## src/rtl/axi4_lite_master.sv

```systemverilog
// axi4_lite_master: single-outstanding AXI4-Lite master that turns a simple
// command/response handshake into AW/W/B or AR/R channel transactions.
module axi4_lite_master #(
   parameter int ADDRESS_SIZE = 5,
   parameter int DATA_SIZE    = 32
) (
   input  logic                      aclk,
   input  logic                      aresetn,
   // command / response side
   input  logic                      cmd_valid,
   output logic                      cmd_ready,
   input  logic                      cmd_write,
   input  logic [ADDRESS_SIZE-1:0]   cmd_addr,
   input  logic [DATA_SIZE-1:0]      cmd_wdata,
   input  logic [DATA_SIZE/8-1:0]    cmd_wstrb,
   output logic                      rsp_valid,
   input  logic                      rsp_ready,
   output logic [DATA_SIZE-1:0]      rsp_rdata,
   output logic [1:0]                rsp_resp,
   output logic                      rsp_write,
   // AW channel
   output logic [ADDRESS_SIZE-1:0]   m_axi_awaddr,
   output logic                      m_axi_awvalid,
   input  logic                      m_axi_awready,
   // W channel
   output logic [DATA_SIZE-1:0]      m_axi_wdata,
   output logic [DATA_SIZE/8-1:0]    m_axi_wstrb,
   output logic                      m_axi_wvalid,
   input  logic                      m_axi_wready,
   // B channel
   input  logic [1:0]                m_axi_bresp,
   input  logic                      m_axi_bvalid,
   output logic                      m_axi_bready,
   // AR channel
   output logic [ADDRESS_SIZE-1:0]   m_axi_araddr,
   output logic                      m_axi_arvalid,
   input  logic                      m_axi_arready,
   // R channel
   input  logic [DATA_SIZE-1:0]      m_axi_rdata,
   input  logic [1:0]                m_axi_rresp,
   input  logic                      m_axi_rvalid,
   output logic                      m_axi_rready,
   output logic [7:0]                err_count
);

   typedef enum logic [2:0] {
      IDLE    = 3'd0,
      WR_REQ  = 3'd1,
      WR_RESP = 3'd2,
      RD_REQ  = 3'd3,
      RD_RESP = 3'd4,
      RSP     = 3'd5
   } state_t;

   state_t                    r_state;
   state_t                    w_next_state;

   logic                      r_cmd_ready;
   logic                      r_rsp_valid;
   logic                      r_bready;
   logic                      r_rready;
   logic                      r_awvalid;
   logic                      r_wvalid;
   logic                      r_arvalid;
   logic [ADDRESS_SIZE-1:0]   r_addr;
   logic [DATA_SIZE-1:0]      r_wdata;
   logic [DATA_SIZE/8-1:0]    r_wstrb;
   logic                      r_write;
   logic [DATA_SIZE-1:0]      r_rsp_rdata;
   logic [1:0]                r_rsp_resp;
   logic                      r_rsp_write;
   logic [7:0]                r_err_count;

   logic                      w_cmd_fire;
   logic                      w_aw_fire;
   logic                      w_w_fire;
   logic                      w_ar_fire;
   logic                      w_b_fire;
   logic                      w_r_fire;
   logic                      w_capture;
   logic [1:0]                w_capture_resp;
   logic                      w_wr_req_done;

   assign w_cmd_fire     = cmd_valid & r_cmd_ready;
   assign w_aw_fire      = r_awvalid & m_axi_awready;
   assign w_w_fire       = r_wvalid  & m_axi_wready;
   assign w_ar_fire      = r_arvalid & m_axi_arready;
   assign w_b_fire       = r_bready  & m_axi_bvalid;
   assign w_r_fire       = r_rready  & m_axi_rvalid;
   assign w_capture      = w_b_fire | w_r_fire;
   assign w_capture_resp = w_b_fire ? m_axi_bresp : m_axi_rresp;

   // A write channel is finished once its valid already dropped or it handshakes now.
   assign w_wr_req_done  = (~r_awvalid | m_axi_awready) & (~r_wvalid | m_axi_wready);

   always_comb begin
      // NOTE: every combinational output gets a default first, so no latch is inferred.
      w_next_state = r_state;
      case (r_state)
         IDLE:    if (w_cmd_fire)     w_next_state = cmd_write ? WR_REQ : RD_REQ;
         WR_REQ:  if (w_wr_req_done)  w_next_state = WR_RESP;
         WR_RESP: if (m_axi_bvalid)   w_next_state = RSP;
         RD_REQ:  if (m_axi_arready)  w_next_state = RD_RESP;
         RD_RESP: if (m_axi_rvalid)   w_next_state = RSP;
         RSP:     if (rsp_ready)      w_next_state = IDLE;
         default:                     w_next_state = IDLE;
      endcase
   end

   // Handshake outputs are decoded from the next state so each one leaves a flop.
   always_ff @(posedge aclk or negedge aresetn) begin
      if (!aresetn) begin
         r_state     <= IDLE;
         r_cmd_ready <= 1'b0;
         r_rsp_valid <= 1'b0;
         r_bready    <= 1'b0;
         r_rready    <= 1'b0;
      end else begin
         // NOTE: non-blocking, so every flop samples the pre-edge values of the others.
         r_state     <= w_next_state;
         r_cmd_ready <= (w_next_state == IDLE);
         r_rsp_valid <= (w_next_state == RSP);
         r_bready    <= (w_next_state == WR_RESP);
         r_rready    <= (w_next_state == RD_RESP);
      end
   end

   always_ff @(posedge aclk or negedge aresetn) begin
      if (!aresetn) begin
         r_addr      <= '0;
         r_wdata     <= '0;
         r_wstrb     <= '0;
         r_write     <= 1'b0;
         r_awvalid   <= 1'b0;
         r_wvalid    <= 1'b0;
         r_arvalid   <= 1'b0;
         r_rsp_rdata <= '0;
         r_rsp_resp  <= 2'b00;
         r_rsp_write <= 1'b0;
         r_err_count <= 8'd0;
      end else begin
         if (w_cmd_fire) begin
            r_addr    <= cmd_addr;
            r_wdata   <= cmd_wdata;
            r_wstrb   <= cmd_wstrb;
            r_write   <= cmd_write;
            r_awvalid <= cmd_write;
            r_wvalid  <= cmd_write;
            r_arvalid <= ~cmd_write;
         end else begin
            if (w_aw_fire) r_awvalid <= 1'b0;
            if (w_w_fire)  r_wvalid  <= 1'b0;
            if (w_ar_fire) r_arvalid <= 1'b0;
         end

         if (w_capture) begin
            r_rsp_resp  <= w_capture_resp;
            r_rsp_rdata <= w_b_fire ? '0 : m_axi_rdata;
            r_rsp_write <= r_write;
            // SLVERR and DECERR both have resp[1] set; the count sticks at 255.
            if (w_capture_resp[1] && (r_err_count != 8'hFF))
               r_err_count <= r_err_count + 8'd1;
         end
      end
   end

   assign cmd_ready     = r_cmd_ready;
   assign rsp_valid     = r_rsp_valid;
   assign rsp_rdata     = r_rsp_rdata;
   assign rsp_resp      = r_rsp_resp;
   assign rsp_write     = r_rsp_write;
   assign m_axi_awaddr  = r_addr;
   assign m_axi_awvalid = r_awvalid;
   assign m_axi_wdata   = r_wdata;
   assign m_axi_wstrb   = r_wstrb;
   assign m_axi_wvalid  = r_wvalid;
   assign m_axi_bready  = r_bready;
   assign m_axi_araddr  = r_addr;
   assign m_axi_arvalid = r_arvalid;
   assign m_axi_rready  = r_rready;
   assign err_count     = r_err_count;

endmodule
```

## config.mk

```make
export PLATFORM = sky130hd
export DESIGN_NAME = axi4_lite_master
export DESIGN_NICKNAME = d
export VERILOG_FILES = /design/src/rtl/axi4_lite_master.sv
export SDC_FILE = /design/constraint.sdc
export NUM_CORES = 1
export LEC_CHECK = 0
export ABC_AREA = 1
export BUFFER_PORTS_ARGS = -buffer_cell sky130_fd_sc_hd__buf_2
export CORE_UTILIZATION = 27
export CTS_CLUSTER_SIZE = 16
export DETAILED_ROUTE_END_ITERATION = 10
export PLACE_DENSITY = 0.57
export SLEW_MARGIN = 20
export SYNTH_ARGS = -nofsm -noshare
export SYNTH_HDL_FRONTEND = slang
export SYNTH_SLANG_ARGS = --single-unit
```

## constraint.sdc

```tcl
create_clock -name aclk -period 3.9 [get_ports aclk]
set_input_delay 0.78 -clock aclk [delete_from_list [all_inputs] [get_ports aclk]]
set_output_delay 0.78 -clock aclk [all_outputs]
set_load 0.05 [all_outputs]
```

======== Yosys cells after proc, flatten, opt, wreduce, memory -nomap -nowiden ========
Index checks and enable logic that the tools add are counted.
word-level totals
  bits in registers ....................... 95
  input bits .............................. 87
  logic and storage cells ................. 62
operators by class
  $add $sub $neg .......................... 1
  equality and inequality tests ........... 9
  muxes and demuxes ....................... 16
  bitwise gates (word level) .............. 13
  reductions and logical operators ........ 7
operators with widths
  cell                   count
  $mux W32               1
  $mux W3                6
  $pmux W3 S6            1
  $eq A3 B3 Y1 const B   4
  $eq A3 B2 Y1 const B   3
  $add A8 B1 Y8 const B  1
  $ne A8 B8 Y1 const B   1
  $and A1 B1 Y1          7
  $logic_not A3 Y1       2
  $mux W1                6
  $reduce_bool A2 Y1     3
  $mux W2                2
  $eq A3 B1 Y1 const B   1
  $not A1 Y1             3
  $or A1 B1 Y1           3
  $reduce_and A2 Y1      1
  $logic_and A1 B1 Y1    1

======== Longest topological paths before layout ========
  depth in word-level cells ............... 6
  gate-level depth with buffers ........... 10
  gate-level depth less buffers ........... 9

======== Worst setup path after synthesis ========
OpenSTA, ideal clock, no wires.
  kind .................................... reg2reg
  start point ............................. reg r_err_count[0], in the netlist err_count[0]
  end point ............................... reg r_err_count[6], in the netlist err_count[6]
  data arrival time ....................... 1.581 ns
  data required time ...................... 3.778 ns
  setup slack ............................. 2.196 ns
  cell stages (with the launch flop) ...... 8
  cell sequence ........................... dfrtp_1 ha_1 nand3_1 nor3_1 nor2_2 buf_4 nand2_1 o21ai_1
between the ends
  cells in the longest elaborated chain, start to end .. 3
RTL lines
  what                                                   line  text
  start: declaration                                     72    logic [7:0] r_err_count;
  start signal: assignment                               162   r_err_count <= r_err_count + 8'd1;
  branches (longest 3 deep; another with $add A8 B1 Y8)  -
Several ways; the timed one is not identified.
A chain may end at the register's enable or synchronous reset.

======== Worst setup path in the final report ========
  start point ............................. in m_axi_rvalid
  end point ............................... reg r_err_count[1], in the netlist err_count[1]
between the ends
  cells in the longest elaborated chain, start to end .. 3
RTL lines
  what                         line  text
  start: declaration           41    input logic m_axi_rvalid,
  $and A1 B1 Y1                89    assign w_r_fire = r_rready & m_axi_rvalid;
  $or A1 B1 Y1                 90    assign w_capture = w_b_fire | w_r_fire;
  $reduce_and A2 Y1 (no line)  -
No other way between the ends.

==> out/results.txt <==
status -> finished, final reports clean
Yosys top cell area share -> 60.3%
EDFF count, synth -> 0
critical path's slowest cell -> nand2_2
DRT Pass-1 Iters -> 5
most common cell after layout, fill and taps aside -> nand2_1
Worst Clk Skew -> 0.00426 ns
Placer Congestion -> 0.758
Min Hold Slack -> 0.459 ns
synthesis-to-finish area growth -> 34.9%
num rows -> 43
Synth Area in XOR/XNOR -> 0.889%
commonest cells after routing, fill and taps aside -> nand2_1, buf_2, dfrtp_1, nand3_1, inv_1
clk_lat worst skew -> 0.34 ns
Crit path largest cell delay -> 0.52 ns
core area -> 0.0140 mm²
Root Buffer -> clkbuf_16
# setup viols final -> 0
Synth area leader -> dfrtp_1
CTS tree -> yes
CP Cell Sequence -> buf_2 -> nand2_2 -> buf_4 -> nand2_2 -> nand2_1 -> nor2_2 -> inv_1 -> nand2_1 -> nand2_1
pre-CTS WS -> 1.17 ns
CP required -> 4.13 ns
top cells by area, synth -> dfrtp_1, nand2_1, nand3_1
Mapped Area -> 0.00394 mm²
max-slew violations -> 0
# hold bufs at CTS -> 0
PortBufs -> 182
Setup Fix Bufs, Post-CTS -> 0
yosys warns -> 0
endpoints failing hold -> 0
CTS Sinks -> 95
Synth Area in Compound Gates -> 0.635%
Clock Tree Buf Depth -> 2
ANT cells -> 0
Synth Net Count -> 547
worst hold path type -> input port to asynchronous set/reset pin
Peak Freq -> 0.426 GHz
Util after Layout -> 37.9%
main combinational cell family by area after synthesis -> simple AND/OR/NAND/NOR gates
total die area -> 0.0151 mm²
Non-Filler Instances -> 816
Inst Count DP -> 800
H-Tree Depth -> 3
mux contribution to synthesized area -> 0.286%
worst IR drop on VDD -> 0.000628 V
CP endpoint kind -> flop
Period minus WS final -> 2.35 ns
Synth Area in Adders -> 0.317%
Worst Max-Slew Pin Slew -> 0.626 ns
initial core utilization -> 28.1%
Reg2Reg Setup Slack -> 1.70 ns
fin nets -> 719
DIE WIDTH -> 123 µm
drt wl/cell -> 12.5 µm
Die Span Y -> 123 µm
Inserted Clock Buffers -> 9
setup TNS -> 0 ns
largest net degree at the start of global routing -> 70
P per Cell Area -> 1030 mW/mm²
Crit. Startpoint -> m_axi_rvalid
share of flip-flops with an asynchronous set or reset -> 100%
CP endpoint -> err_count[1]
Most used DFF post-synth -> dfrtp_1
RSZ-0062 raised after global routing -> no
clock-pin slew on the worst setup and hold paths -> 0.07 ns
dpl hpwl -> 7370 µm
Remaining DRCs -> 0
Top cell by count, worst path -> nand2_1
post-synthesis simple-gate area fraction -> 32.5%
global-route wire length before repair -> 16000 µm
Power, Total -> 5.48 mW
Distinct cells, synth -> 22
Vias/cell -> 4.49
vias in the first global route -> 3304
Worst R2R End -> err_count[1]
Setup crit start kind -> input port
post-route ant nets -> 0
R2R cell count -> 8
Synth Instances -> 459
post-CTS sizing -> 0
GRT Total Usage -> 13.9%
total number of vias -> 3665
max_cap viols -> 0
Iter 0 DRT Violations -> 140
share of post-route cells with drive strength above 1 -> 33.3%
Placed Area -> 0.00499 mm²
Leakage -> 3.11 nW
Tcrit/Tclk final -> 60.2%
crit path max fanout -> 35
worst r2r src -> m_axi_rready
Congestion Overflow GR -> 0
sequential fraction of the synthesis area -> 60.3%
WL final -> 10200 µm
io pins -> 183
syn_area_per_cell -> 8.59 µm²
Final Worst Setup Slack -> 1.55 ns
WS Path Type -> input port to flop
CP arrival -> 2.58 ns
relative max-transition margin -> 58.1%
initial antenna violation count -> 0
Synth Register Bits -> 95
Final Cell Area -> 0.00532 mm²
## power breakdown
group	switching (mW)	leakage, nW	internal [mW]
combinational	2.23	1.76	0.615
clock	0.364	0.156	0.579
sequential	0.274	1.20	1.42
total	2.87	3.11	2.61
## registers in the layout, indices dropped and copies added (netlist names), 2 cells and up
name and count:
err_count 8, rsp_rdata 32, m_axi_wstrb 4, r_state 3
m_axi_wdata 32, m_axi_araddr 5, rsp_resp 2
## layer usage
| metal | wire [µm] | part of all wire, % | track usage (%) | up-vias |
|---|---|---|---|---|
| li1 | - | - | - | 1792 |
| met1 | 4590 | 45 | 18.1 | 1706 |
| met2 | 4490 | 44 | 20.7 | 152 |
| met3 | 867 | 8.5 | 4.32 | 15 |
| met4 | 238 | 2.3 | 6.86 | 0 |
| met5 | 0 | 0 | 0 | - |
## critical path: cells and delay by family
kind,cells,cell delay (ns)
AND/OR/NAND/NOR,6,1.24
buffers and inverters,3,0.54
## how the worst min path moves through the flow
stage,from,cells past startpoint,end
final,aresetn,1,m_axi_wdata[21]
after global routing,m_axi_wdata[14],2,m_axi_wdata[14]
after CTS,aresetn,1,m_axi_wdata[21]
after detailed placement,m_axi_wdata[2],2,m_axi_wdata[2]
after global placement,m_axi_wdata[18],2,m_axi_wdata[18]
after floorplan,r_write,2,r_write
## layout make-up
cell class                 count  area [µm²]
multi-input combinational    319        1370
clock inverter                 5        81.3
inverter                      18        67.6
tap                          180         225
sequential                    95        2380
clock buffer                  11         243
fill                        1451        8720
timing repair buffer         188         958
## Yosys cell counts (3+ instances only)
| master | count |
|---|---|
| nand2_1 | 208 |
| dfrtp_1 | 95 |
| nand3_1 | 75 |
| inv_1 | 15 |
| nor2_1 | 12 |
| clkbuf_1 | 8 |
| buf_2 | 7 |
| buf_1 | 6 |
| buf_4 | 6 |
| nand4_1 | 5 |
| nand2_2 | 4 |
| inv_2 | 3 |
| o21ai_0 | 3 |
## cell families (layout without fill, tap and decap cells)
logic type / Yosys count / after routing
fa+ha+maj: 1 / 1
compound gates: 5 / 5
buf+inv: 45 / 222
flops: 95 / 95
mux: 1 / 1
simple gates: 308 / 308
xor+xnor: 4 / 4
Note: power is estimated with default switching activity, not from simulation.
